### src/rtl/hex_display_scheduler_if.sv
// Load/status bus between game logic and the six-digit seven-segment scheduler.
interface hex_display_scheduler_if #(parameter int VALUE_W = 20);
  logic               load_i;
  logic [VALUE_W-1:0] value_i;
  logic               hex_mode_i;
  logic               blank_lz_i;
  logic               busy_o;
  logic               done_o;
  logic               overflow_o;
  logic [6:0]         HEX0, HEX1, HEX2, HEX3, HEX4, HEX5;

  modport master (output load_i, value_i, hex_mode_i, blank_lz_i,
                  input  busy_o, done_o, overflow_o, HEX0, HEX1, HEX2, HEX3, HEX4, HEX5);
  modport slave  (input  load_i, value_i, hex_mode_i, blank_lz_i,
                  output busy_o, done_o, overflow_o, HEX0, HEX1, HEX2, HEX3, HEX4, HEX5);
endinterface

### src/rtl/hex_display_scheduler.sv
// Binary -> six seven-segment digits: serial double dabble, one shared decoder,
// staged digits committed together so the display never tears.
module hexDecoder (
  input  logic [3:0] digit,
  output logic [6:0] seg
);
  always_comb begin
    case (digit)
      4'h0: seg = 7'h40;  4'h1: seg = 7'h79;  4'h2: seg = 7'h24;  4'h3: seg = 7'h30;
      4'h4: seg = 7'h19;  4'h5: seg = 7'h12;  4'h6: seg = 7'h02;  4'h7: seg = 7'h78;
      4'h8: seg = 7'h00;  4'h9: seg = 7'h18;  4'hA: seg = 7'h08;  4'hB: seg = 7'h03;
      4'hC: seg = 7'h46;  4'hD: seg = 7'h21;  4'hE: seg = 7'h06;  default: seg = 7'h0E;
    endcase
  end
endmodule

module hex_display_scheduler #(parameter int VALUE_W = 20) (
  input logic clock,
  input logic reset,
  hex_display_scheduler_if.slave bus
);
  typedef enum logic [1:0] {IDLE, CONVERT, DECODE, COMMIT} state_t;
  state_t state, nextState;

  logic [VALUE_W-1:0] shiftReg, pendValue, startValue;
  logic [23:0]        digits, adj, effDigits;
  logic [4:0]         cnt;
  logic [2:0]         digIdx;
  logic               capOvf, capBlank, startHex, startBlank, start;
  logic               pendValid, pendHex, pendBlank;
  logic               busy, done, ovf;
  logic [6:0]         stage [6];
  logic [6:0]         hexReg [6];
  logic [3:0]         decDigit;
  logic [6:0]         decSeg;
  logic               blankThis;

  // A fresh load always beats a queued request.
  assign startValue = bus.load_i ? bus.value_i    : pendValue;
  assign startHex   = bus.load_i ? bus.hex_mode_i : pendHex;
  assign startBlank = bus.load_i ? bus.blank_lz_i : pendBlank;

  always_ff @(posedge clock) begin
    if (reset) state <= IDLE;
    else       state <= nextState;
  end

  always_comb begin
    nextState = state;
    start     = 1'b0;
    case (state)
      IDLE: if (bus.load_i || pendValid) begin
        start     = 1'b1;
        nextState = startHex ? DECODE : CONVERT;
      end
      CONVERT: if (cnt == 5'(VALUE_W-1)) nextState = DECODE;
      DECODE:  if (digIdx == 3'd5)       nextState = COMMIT;
      default: nextState = IDLE;
    endcase
  end

  always_comb begin
    adj = '0;
    for (int i = 0; i < 6; i++)
      adj[4*i +: 4] = (digits[4*i +: 4] >= 4'd5) ? digits[4*i +: 4] + 4'd3 : digits[4*i +: 4];
  end

  // Overflowed decimal values display as all nines, which also defeats blanking.
  assign effDigits = capOvf ? 24'h999999 : digits;
  assign decDigit  = effDigits[{digIdx, 2'b00} +: 4];
  assign blankThis = capBlank && (digIdx != 3'd0) && ((effDigits >> {digIdx, 2'b00}) == 24'd0);

  hexDecoder uDec (.digit(decDigit), .seg(decSeg));

  always_ff @(posedge clock) begin
    if (reset) begin
      shiftReg  <= '0;  digits    <= '0;  cnt     <= '0;  digIdx <= '0;
      capOvf    <= 1'b0; capBlank <= 1'b0;
      pendValid <= 1'b0; pendValue <= '0; pendHex <= 1'b0; pendBlank <= 1'b0;
      busy      <= 1'b0; done     <= 1'b0; ovf    <= 1'b0;
      for (int i = 0; i < 6; i++) begin
        stage[i]  <= 7'h7F;
        hexReg[i] <= 7'h7F;
      end
    end else begin
      done <= 1'b0;
      if (state == IDLE) begin
        if (start) begin
          pendValid <= 1'b0;
          shiftReg  <= startValue;
          digits    <= startHex ? 24'(startValue) : 24'd0;
          capOvf    <= !startHex && (25'(startValue) > 25'd999999);
          capBlank  <= startBlank;
          cnt       <= '0;
          digIdx    <= '0;
          busy      <= 1'b1;
        end
      end else if (bus.load_i) begin
        pendValid <= 1'b1;
        pendValue <= bus.value_i;
        pendHex   <= bus.hex_mode_i;
        pendBlank <= bus.blank_lz_i;
      end
      case (state)
        CONVERT: begin
          digits   <= {adj[22:0], shiftReg[VALUE_W-1]};
          shiftReg <= {shiftReg[VALUE_W-2:0], 1'b0};
          cnt      <= cnt + 5'd1;
        end
        DECODE: begin
          stage[digIdx] <= blankThis ? 7'h7F : decSeg;
          digIdx        <= digIdx + 3'd1;
        end
        COMMIT: begin
          hexReg <= stage;
          ovf    <= capOvf;
          done   <= 1'b1;
          busy   <= 1'b0;
        end
        default: ;
      endcase
    end
  end

  assign bus.busy_o     = busy;
  assign bus.done_o     = done;
  assign bus.overflow_o = ovf;
  assign bus.HEX0 = hexReg[0];
  assign bus.HEX1 = hexReg[1];
  assign bus.HEX2 = hexReg[2];
  assign bus.HEX3 = hexReg[3];
  assign bus.HEX4 = hexReg[4];
  assign bus.HEX5 = hexReg[5];
endmodule

### src/flat_wrapper.sv
// flat-port wrapper written by rule: the top's interface ports become plain ports
module hex_display_scheduler_flat 
#(parameter int VALUE_W = 20)
  (clock, reset, bus_load_i, bus_value_i, bus_hex_mode_i, bus_blank_lz_i, bus_busy_o, bus_done_o, bus_overflow_o, bus_HEX0, bus_HEX1, bus_HEX2, bus_HEX3, bus_HEX4, bus_HEX5);
  hex_display_scheduler_if #(.VALUE_W(VALUE_W)) bus_i ();
  input logic clock;
  input logic reset;
  input wire logic [$bits(bus_i.load_i)-1:0] bus_load_i;
  input wire logic [$bits(bus_i.value_i)-1:0] bus_value_i;
  input wire logic [$bits(bus_i.hex_mode_i)-1:0] bus_hex_mode_i;
  input wire logic [$bits(bus_i.blank_lz_i)-1:0] bus_blank_lz_i;
  output wire logic [$bits(bus_i.busy_o)-1:0] bus_busy_o;
  output wire logic [$bits(bus_i.done_o)-1:0] bus_done_o;
  output wire logic [$bits(bus_i.overflow_o)-1:0] bus_overflow_o;
  output wire logic [$bits(bus_i.HEX0)-1:0] bus_HEX0;
  output wire logic [$bits(bus_i.HEX1)-1:0] bus_HEX1;
  output wire logic [$bits(bus_i.HEX2)-1:0] bus_HEX2;
  output wire logic [$bits(bus_i.HEX3)-1:0] bus_HEX3;
  output wire logic [$bits(bus_i.HEX4)-1:0] bus_HEX4;
  output wire logic [$bits(bus_i.HEX5)-1:0] bus_HEX5;
  assign bus_i.load_i = bus_load_i;
  assign bus_i.value_i = bus_value_i;
  assign bus_i.hex_mode_i = bus_hex_mode_i;
  assign bus_i.blank_lz_i = bus_blank_lz_i;
  assign bus_busy_o = bus_i.busy_o;
  assign bus_done_o = bus_i.done_o;
  assign bus_overflow_o = bus_i.overflow_o;
  assign bus_HEX0 = bus_i.HEX0;
  assign bus_HEX1 = bus_i.HEX1;
  assign bus_HEX2 = bus_i.HEX2;
  assign bus_HEX3 = bus_i.HEX3;
  assign bus_HEX4 = bus_i.HEX4;
  assign bus_HEX5 = bus_i.HEX5;
  hex_display_scheduler #(.VALUE_W(VALUE_W)) u_core (.clock(clock), .reset(reset), .bus(bus_i));
endmodule
### config.mk
export PLATFORM = sky130hd
export DESIGN_NAME = hex_display_scheduler_flat
export DESIGN_NICKNAME = d
export VERILOG_FILES = /design/src/rtl/hex_display_scheduler_if.sv /design/src/rtl/hex_display_scheduler.sv /design/src/flat_wrapper.sv
export SDC_FILE = /design/constraint.sdc
export NUM_CORES = 1
export LEC_CHECK = 0
export ABC_AREA = 1
export BUFFER_PORTS_ARGS = -buffer_cell sky130_fd_sc_hd__buf_4
export CAP_MARGIN = 20
export CORE_UTILIZATION = 37
export CTS_CLUSTER_DIAMETER = 60
export CTS_CLUSTER_SIZE = 25
export DETAILED_ROUTE_END_ITERATION = 8
export PLACE_DENSITY = 0.5
export SETUP_SLACK_MARGIN = 0.2
export SYNTH_ARGS = -nofsm -noshare
export SYNTH_HDL_FRONTEND = slang
export SYNTH_HIERARCHICAL = 1
export SYNTH_SLANG_ARGS = --single-unit
export TNS_END_PERCENT = 10
### constraint.sdc
create_clock -name clock -period 3.3 [get_ports clock]
set_clock_uncertainty 0.15 [all_clocks]
set_input_delay 0.33 -clock clock [delete_from_list [all_inputs] [get_ports clock]]
set_output_delay 0.33 -clock clock [all_outputs]
set_load 0.02 [all_outputs]
==> results.md, run 1 <==
- Status: finished, final reports clean
- Post-CTS resize count: 0
- Final non-filler cell total: 1414
- Postcts setup bufs: 0
- Worst-Margin Slew: between 800 and 900 ps
- Crit path from: u_core/digIdx[0]
- Sequential-to-total area share from yosys stat: 0.420
- Syn Area/Cell: 7.38 um2
- RD Place Congestion: 0.856
- Setup violations, final: 0
- DR vias/cell: a little under 5
- Skew-Pair Late Insertion Delay: roughly 430 ps
- Area leader, netlist: dfxtp_1
- Final Cycle Share: 0.750
- Worst slack, placed: a little over 800 ps
- Minimum clock period: roughly 2500 ps
- Io pins: 70
- DP Wirelength: 14.2 mm
- Antenna cells: 0
- Synth Area in Adders: 0.0427
- Mux contribution to synthesized area: 0
- Antenna-violating nets left: 0
- Endpoints failing hold: 0
- DIE WIDTH: 148 um
- I/O Buffers: 69
- GRT Resource Usage Total: 0.195
- Hold buffer count at CTS: 0
- Initial core utilization: 0.377
- Synthesized Nets: ~1100
- YS warnings: 6
- Number of placed cells counting well taps: approximately 1400
- Count leader, synth: nand2_1
- Synth Area in XOR/XNOR: 0.00554
- Fraction of layout cells with a size suffix above 1: 0.133
- Reg-to-reg critical path startpoint: u_core/digIdx[0]
- Global-route wire length before repair: around 34 mm
- Die height: between 100 and 150 um
- Clk sinks: 166
- Crit Path Max Fanout: 16
- Top cells by area, synth: dfxtp_1 (42%), nand2_1 (12%), a21oi_1 (7.4%)
- Crit path cell chain: buf_4 > nor2_4 > nand2_1 > nand3_1 > nand2_1 > nor2_2 > inv_1 > inv_1 > ha_1 > nand2_1 > nand2_1 > nand2_1 > nand2_1 > inv_1 > nand2_4 > nand2_1 > nand2_1
- Startpoint Class: flip-flop
- Synth Area in Compound Gates: 0.226
- Slew margin rel.: 0.436
- Yosys reg bits: around 170
- Nets: 1178
- Avg WL per Cell: 14.5 um
- Most Frequent Cell on Critical Path: nand2_1
- # DRC: 0
- Hold_ws: around 180 ps
- Number of global-route vias before repair: 6636
- Post-synthesis cell area: 7910 um2
- Remaining global-route overflow: 0
- Setup tns final: 0 ps
- Ys async rst share: 0
- Synth Instances: 1071
- Worst reg-to-reg setup slack: 820 ps
- Pwr dens: 851 nW/um2
- Die area: 22000 um2
- Max IR drop VDD: 0.000442 V
- CTS tree: built
- Root Driver: clkbuf_16
- Lkg Pwr: approximately 4 nW
- Area grow syn2layout: 16.9%
- Via count: roughly 7000
- CP max stage delay: 440 ps
- Ys flop type: dfxtp_1
- First drt pass iteration count: 5
- CTS H-tree lvls: 4
- Initial antenna violation count: 0
- Fmax: 404 MHz
- DR iter-0 viols: 397
- Worst R2R Path Depth: 17
- CP max-delay cell: dfxtp_1
- Clk slew on worst S/H paths: approximately 70 ps
- Largest net degree at the start of global routing: a little over 50
- Clock buffer depth: 2
- RSZ-0062 raised after global routing: no
- Largest family of logic cells by synthesized area: compound AO/OA/AOI/OAI gates
- Synth top area share: 0.420
- Worst min path class: in2reg
- Row Count: 53
- Worst setup endpoint: u_core/stage[3]
- Fin worst setup slack: approximately 800 ps
- TritonCTS Buffers: 17
- Fin. max-slew vios: 0
- Synth cell count leaders: nand2_1 (258), dfxtp_1 (166), inv_1 (143), a21oi_1 (117), o21ai_0 (94)
- CP arrival: around 2600 ps
- Worst r2r dst: u_core/stage[3]
- Max_cap viols: 0
- Crit. End Element: flip-flop
- CP Class: reg2reg
- Synth Area in Simple Gates: 0.203
- EDFF count, synth: 0
- Worst path required time: approximately 3500 ps
- Drt total wl: 20.5 mm
- Netlist cell types: 41
- Core Area: 21000 um2
[per-layer routing]
layer	track usage	routed length [um]	share of wire
met3	0.0270	545	0.027
met2	0.300	8970	0.44
met4	0.0572	218	0.011
met1	0.282	10800	0.52
met5	0	0	0
[worst min-delay path by stage]
| stage | from | to | slack, ps | cells after the start |
|---|---|---|---|---|
| after floorplan | u_core/capBlank | u_core/capBlank | 290 | 2 |
| after global placement | u_core/digits[23] | u_core/digits[23] | 310 | 2 |
| after detailed placement | u_core/stage[24] | u_core/stage[24] | 300 | 2 |
| after CTS | bus_blank_lz_i | u_core/pendBlank | 160 | 5 |
| after global routing | bus_blank_lz_i | u_core/pendBlank | 210 | 5 |
| final | bus_blank_lz_i | u_core/pendBlank | 180 | 5 |
[flip-flops by register name, summed over array words and instances, names as in the netlist, 3 cells and up]
signal	flops
u_core/cnt	5
u_core/bus.HEX0	7
u_core/bus.HEX3	7
u_core/shiftReg	20
u_core/digits	24
u_core/bus.HEX1	7
u_core/digIdx	3
u_core/stage	42
u_core/bus.HEX4	7
u_core/bus.HEX2	7
u_core/bus.HEX5	7
u_core/pendValue	20
[layout make-up]
type,count,area (um2)
multi-input combinational,706,3770
clock inverter,13,151
timing repair buffer,87,653
clock buffer,19,443
tap,275,344
inverter,148,558
fill,2300,11700
sequential,166,3320
[kinds of logic after synthesis]
logic type | count (synthesis)
AND/OR/NAND/NOR | 374
flip-flops | 166
adder cells (fa/ha/maj) | 27
buffers and inverters | 199
AO/OA/AOI/OAI | 300
XOR/XNOR | 5
[critical path, delay by kind of cell (launching register included)]
| family | cells | cell delay (ps) |
|---|---|---|
| AND/OR/NAND/NOR | 12 | 870 |
| adder cells (fa/ha/maj) | 1 | 330 |
| flip-flops | 1 | 440 |
| buffers and inverters | 4 | 600 |
[report_power, final]
part | switching (mW) | internal, mW
Clock | 0.920 | 1.10
Combinational | 2.23 | 1.01
Sequential | 0.227 | 2.37
[cell usage in the layout (no fill, tap or decap), drive strengths merged]
master | synthesis | final
nand2 | 270 | 270
dfxtp | 166 | 166
inv | 147 | 157
a21oi | 117 | 117
o21ai | 96 | 96
buf | 17 | 87
nor2 | 58 | 58
o22a | 42 | 42
nand3 | 38 | 38
ha | 27 | 27
clkbuf | 34 | 19
a221oi | 11 | 11
a22oi | 10 | 10
o211ai | 7 | 7
a31oi | 7 | 7
nand4 | 4 | 4
xor2 | 4 | 4
o21a | 3 | 3
o221ai | 2 | 2
a32oi | 2 | 2
clkinv | 1 | 2
clkinvlp | 0 | 1
bufinv | 0 | 1
a31o | 1 | 1
o22ai | 1 | 1
or2 | 1 | 1
nor3b | 1 | 1
o211a | 1 | 1
nor4 | 1 | 1
nor3 | 1 | 1
xnor2 | 1 | 1
[stage by stage]
step / power (mW) / area [um2] / utilization
4_1_cts: 7.95 / 9240 / 0.441
5_1_grt: 8.50 / 9240 / 0.441
2_1_floorplan: 5.05 / 7910 / -
6_report: 7.86 / 9240 / 0.441
3_5_place_dp: 5.89 / 8650 / 0.413
3_3_place_gp: 5.89 / 8650 / 0.413
Power figures use the tool's default switching activity.
==> run 2, diff against run 1 <==
==> constraint.sdc (replaced) <==
create_clock -name clock -period 2.4 [get_ports clock]
set_clock_uncertainty 0.15 [all_clocks]
set_input_delay 0.24 -clock clock [delete_from_list [all_inputs] [get_ports clock]]
set_output_delay 0.24 -clock clock [all_outputs]
set_load 0.02 [all_outputs]
==> run 2 against run 1 <==
Effect of this change:
- fmax rose by 16%
- clock power rose by 35%
- non-clock buffer count rose by 28
- wire length rose by 2.0%
- core utilization rose by 1.7 points
- largest power group unchanged
- hold slack got worse by 170 ps
==> results.md, run 2 (synthesis results as in run 1) <==
- Pwr dens: roughly 1200 nW/um2
- Top reg by flops: u_core/stage
- Startpoint Class: flip-flop
- Endpoints failing hold: 0
- DP Wirelength: 14.4 mm
- First drt pass iteration count: 5
- # DRC: 0
- Initial core utilization: 0.377
- Antenna cells: 0
- Crit. End Element: flip-flop
- Via count: 7152
- Root Driver: clkbuf_16
- Nets: 1206
- Worst min path class: in2reg
- RSZ-0062 raised after global routing: yes
- Fmax: 469 MHz
- I/O Buffers: 69
- Avg WL per Cell: 14.5 um
- Worst path required time: 2580 ps
- CP arrival: 2310 ps
- DIE WIDTH: 148 um
- Setup tns final: 0 ps
- Io pins: 70
- Final Util: 0.458
- Worst-Margin Slew: around 730 ps
- Most common cell after layout, fill and taps aside: nand2_1
- Area grow syn2layout: 21.5%
- Largest net degree at the start of global routing: 88
- Max FFs per register: 42
- Antenna-violating nets left: 0
- Clock buffer depth: 2
- Fraction of layout cells with a size suffix above 1: 0.180
- Final Power: 11.2 mW
- Remaining global-route overflow: 0
- CTS tree: built
- Max IR drop VDD: ~0.0007 V
- Final Cycle Share: 0.889
- RD Place Congestion: 0.907
- Status: finished, final reports clean
- Clk sinks: 166
- Lkg Pwr: 4.07 nW
- Initial antenna violation count: 0
- Global-route wire length before repair: 34.2 mm
- Largest regs: u_core/stage (42), u_core/digits (24)
- GRT Resource Usage Total: 0.198
- Slew margin rel.: 0.506
- Skew-Pair Late Insertion Delay: 430 ps
- CTS H-tree lvls: 4
- Crit Path Max Fanout: 8
- CP Class: reg2reg
- Minimum clock period: 2130 ps
- Row Count: 53
- Core Area: 21000 um2
- Clk slew on worst S/H paths: about 70 ps
- Number of global-route vias before repair: ~6700
- Fin. max-slew vios: 0
- Die area: roughly 22000 um2
- DR vias/cell: 4.96
- Die height: 148 um
- Max_cap viols: 0
- TritonCTS Buffers: 17
- Most frequent cells in the layout: nand2_1 (251), dfxtp_1 (161), inv_1 (133)
- DR iter-0 viols: 362
- Setup violations, final: 0
- Drt total wl: 20.9 mm
[run 2: where the power goes]
group / internal, mW / switching [mW] / total, mW
logic: 1.64 / 3.22 / 4.86
clock network: 1.42 / 1.30 / 2.72
registers: 3.26 / 0.312 / 3.57
total: 6.32 / 4.84 / 11.2
[run 2: final timing paths]
path	start	to	slack [ps]	cells after the start
min reg2reg	u_core/bus.overflow_o	u_core/bus.overflow_o	320	2
max	u_core/capOvf	u_core/stage[33]	270	14
min	bus_value_i[10]	u_core/pendValue[10]	10	5
max reg2reg	u_core/capOvf	u_core/stage[33]	270	14
[run 2: repair_timing]
item / CTS / global route
cloned: 0 / 0
pin swaps: 1 / 4
endpoints found under the setup margin: 24 / 73
resized for setup: 9 / 30
hold buffers: 1 / 0
setup buffers: 1 / 3
hold endpoints to repair: 3 / 0
[run 2: area by class of cell]
class                           count  area [um2]
Multi-Input combinational cell    706        3850
Clock buffer                       18         439
Fill cell                        2184       11300
Inverter                          148         563
Timing Repair Buffer              115         923
Sequential cell                   166        3330
Clock inverter                     14         159
Tap cell                          275         344
[run 2: layer usage]
| metal | track usage | part of all wire | up-vias |
|---|---|---|---|
| met5 | 0 | 0 | - |
| met2 | 0.298 | 0.43 | 128 |
| met3 | 0.0353 | 0.037 | 27 |
| li1 | - | - | 3692 |
| met4 | 0.0598 | 0.014 | 0 |
| met1 | 0.285 | 0.52 | 3305 |
[run 2: worst max-delay path, stage by stage (launching register included)]
cell and delay, ps:
dfxtp_2 330, buf_12 140, nor2_4 160, nand2_2 100, nand3_2 80, nand2_1 60
nor2_2 130, inv_2 90, ha_1 250, nand3_1 110, nand3_1 80, inv_1 140
nand2_8 90, nand2_1 70, nand2_1 40
[run 2: stage by stage]
stage               setup WS, ps  hold WS (ps)  area (um2)  std cells
floorplan                    274           291        7910       1071
global placement             123           304        8860       1405
detailed placement          84.4           304        8860       1405
CTS                          219          6.31        9480       1439
global route                 126          44.8        9610       1442
finish                       267          14.7        9610       1442
==> run 3, diff against run 2 <==
--- a/config.mk
+++ b/config.mk
@@ -5,7 +5,7 @@
 export SDC_FILE = /design/constraint.sdc
 export NUM_CORES = 1
 export LEC_CHECK = 0
-export ABC_AREA = 1
+export ABC_AREA = 0
 export BUFFER_PORTS_ARGS = -buffer_cell sky130_fd_sc_hd__buf_4
 export CAP_MARGIN = 20
 export CORE_UTILIZATION = 37
@@ -14,6 +14,7 @@
 export DETAILED_ROUTE_END_ITERATION = 8
 export PLACE_DENSITY = 0.5
 export SETUP_SLACK_MARGIN = 0.2
+export SLEW_MARGIN = 20
 export SYNTH_ARGS = -nofsm -noshare
 export SYNTH_HDL_FRONTEND = slang
 export SYNTH_HIERARCHICAL = 1
==> constraint.sdc (replaced) <==
create_clock -name clock -period 2.7 [get_ports clock]
set_clock_uncertainty 0.15 [all_clocks]
set_input_delay 0.27 -clock clock [delete_from_list [all_inputs] [get_ports clock]]
set_output_delay 0.27 -clock clock [all_outputs]
set_load 0.02 [all_outputs]
==> run 3 against run 2 <==
Effect of this change:
- flip-flop and latch count unchanged
- non-clock buffer count up 9
- global-route usage down 0.81 points
- largest power group unchanged
- clock-buffer cell count down 1
- critical path depth down 5
- final cell count down 12%
==> results.md, run 3 <==
- Antenna cells: 0
- Minimum clock period: about 2600 ps
- Area leader, netlist: dfxtp_1
- Skew-Pair Late Insertion Delay: 430 ps
- Post-synthesis cell area: 7900 um2
- Die area: 21900 um2
- # DRC: 0
- Synth Instances: 921
- DP Wirelength: 13.6 mm
- Synth cell count leaders: dfxtp_1 (166), nor2_1 (136), a21oi_1 (66), clkbuf_1 (63), nor3_1 (63)
- Core Area: 21000 um2
- First drt pass iteration count: 8
- RD Place Congestion: roughly 0.87
- Family with the most delay on the worst path: simple AND/OR/NAND/NOR gates
- Worst min path class: in2reg
- Largest regs: u_core/stage (42), u_core/digits (24)
- Hold Crit Depth: 5
- Crit Path Max Fanout: 11
- Ys flop type: dfxtp_1
- Row Count: 53
- Hold_ws: 90.0 ps
- DR iter-0 viols: between 300 and 400
- Synthesized Nets: 973
- Reg-to-reg critical path startpoint: u_core/digIdx[0]
- CTS H-tree lvls: 4
- Worst r2r dst: u_core/stage[38]
- Lkg Pwr: 3.62 nW
- RSZ-0062 raised after global routing: yes
- Initial antenna violation count: 0
- Ys async rst share: 0
- Crit. End Element: flip-flop
- Fraction of layout cells with a size suffix above 1: 0.191
- End point of the worst hold path: u_core/pendValue[0]
- Via count: about 6600
- Avg WL per Cell: between 15 and 20 um
- CP max-delay cell: or4_4
- Endpoints failing hold: 0
- Top cells by area, synth: dfxtp_1 (42%), nor2_1 (6.5%), mux2i_1 (5.1%)
- CP max stage delay: 570 ps
- Worst reg-to-reg setup slack: 100 ps
- Slew margin rel.: 0.392
- Fmax: between 300 and 400 MHz
- Initial core utilization: 0.377
- Die height: around 150 um
- Final Power: 9.72 mW
- GRT Resource Usage Total: 0.190
- DR vias/cell: 5.22
- Io pins: 70
- CTS tree: built
- Root Driver: clkbuf_16
- Remaining global-route overflow: 0
- Clk slew on worst S/H paths: about 70 ps
- WP buf/inv: 3
- Worst path required time: 2900 ps
- Min-delay src: bus_value_i[0]
- Startpoint Class: flip-flop
- Drt total wl: a little over 20 mm
- Number of global-route vias before repair: 6069
- Most common cell after layout, fill and taps aside: dfxtp_1
- YS warnings: 6
- Nets: 1031
- EDFF count, synth: 0
- Max FFs per register: 42
- Count leader, synth: dfxtp_1
- Clock buffer depth: 2
- Max IR drop VDD: 0.000480 V
- Fin area: slightly below 10000 um2
- Final Util: 0.458
- Fin. max-slew vios: 0
- Setup violations, final: 0
- CP Class: reg2reg
- Largest net degree at the start of global routing: 88
- DIE WIDTH: ~150 um
- Pwr dens: 1010 nW/um2
- Sequential-to-total area share from yosys stat: 0.421
- Clk sinks: 166
- I/O Buffers: 69
- Worst-Margin Slew: 912 ps
- Most frequent cells in the layout: dfxtp_1 (162), nor2_1 (132), buf_4 (114)
- Area grow syn2layout: 21.6%
- CP arrival: 2790 ps
- Top reg by flops: u_core/stage
- Synth top area share: 0.421
- Netlist cell types: 53
- Antenna-violating nets left: 0
- Yosys reg bits: 166
- Setup tns final: 0 ps
- Final Cycle Share: 0.961
- Crit path cell chain: buf_8 > mux2i_2 > o32ai_2 > a21o_1 > buf_4 > or2_1 > or4_4 > buf_12 > a31oi_1
- Global-route wire length before repair: 32.7 mm
- TritonCTS Buffers: 17
- Status: finished, final reports clean
- Placed Area: 8810 um2
- Max_cap viols: 0
- Syn Area/Cell: 8.57 um2
- Worst R2R Path Depth: 9
run 3: changes by cell type in the layout (fill, tap and decap cells not counted), moves of 43 or more:
cell,before,now
nor2b_1,0,48
inv_1,133,17
o21ai_0,93,26
a211o_1,0,43
nor2_1,41,132
a21oi_1,117,66
nand2_1,251,20
nor3_1,1,63
run 3: cell families after synthesis:
logic type	share of synthesized area
compound gates	0.222
fa+ha+maj	0.0428
simple gates	0.191
buf+inv	0.0589
flops	0.421
xor+xnor	0.0111
mux	0.0536
run 3: what timing repair did:
action	in CTS	in global routing
hold endpoints to repair	1	0
hold buffers	1	0
setup buffers	3	2
gates cloned	1	1
gates resized for setup	13	11
endpoints found under the setup margin	42	42
pin swaps	1	9
run 3: tightest hold or removal path, stage by stage:
cell	delay, ps
buf_4	80
mux2i_1	80
nor2_1	90
a21oi_1	40
nor2_1	70
run 3: worst max-delay path by stage:
| stage | end | slack, ps | startpoint | depth (start not counted) |
|---|---|---|---|---|
| after global placement | u_core/stage[25] | 50 | u_core/digIdx[0] | 7 |
| final | u_core/stage[38] | 100 | u_core/digIdx[0] | 9 |
| after global routing | u_core/stage[3] | -5 | u_core/digIdx[2] | 11 |
| after floorplan | u_core/stage[7] | 220 | u_core/digIdx[1] | 10 |
| after detailed placement | u_core/stage[38] | -10 | u_core/digIdx[0] | 7 |
| after CTS | u_core/stage[38] | 120 | u_core/digIdx[2] | 11 |
run 3: metal layers:
metal | GRT usage | wire length [um] | up-vias
met5 | 0 | 0 | -
met4 | 0.0567 | 208 | 0
met3 | 0.0301 | 660 | 12
met2 | 0.311 | 9710 | 100
met1 | 0.256 | 9910 | 3083
li1 | - | - | 3423
run 3: through the flow:
| stage | worst slack (ps) | instances |
|---|---|---|
| after global placement | 52.3 | 1227 |
| after global routing | -4.59 | 1267 |
| after floorplan | 222 | 921 |
| after CTS | 122 | 1264 |
| after detailed placement | -13.2 | 1227 |
| final | 105 | 1267 |
run 3: power by group:
| group | internal [mW] | total (mW) | leakage, nW | switching (mW) |
|---|---|---|---|---|
| clock network | 1.26 | 2.45 | 0.289 | 1.19 |
| registers | 2.94 | 3.38 | 1.36 | 0.440 |
| logic | 1.69 | 3.89 | 1.98 | 2.20 |
run 3: cell type report:
| cell class | instances | area, um2 |
|---|---|---|
| inverters | 21 | 78.8 |
| flip-flops and latches | 166 | 3330 |
| clock inverters | 15 | 184 |
| multi-input cells | 649 | 4220 |
| well taps | 275 | 344 |
| fillers | 2110 | 11300 |
| clock buffers | 17 | 425 |
| repair buffers | 124 | 1030 |
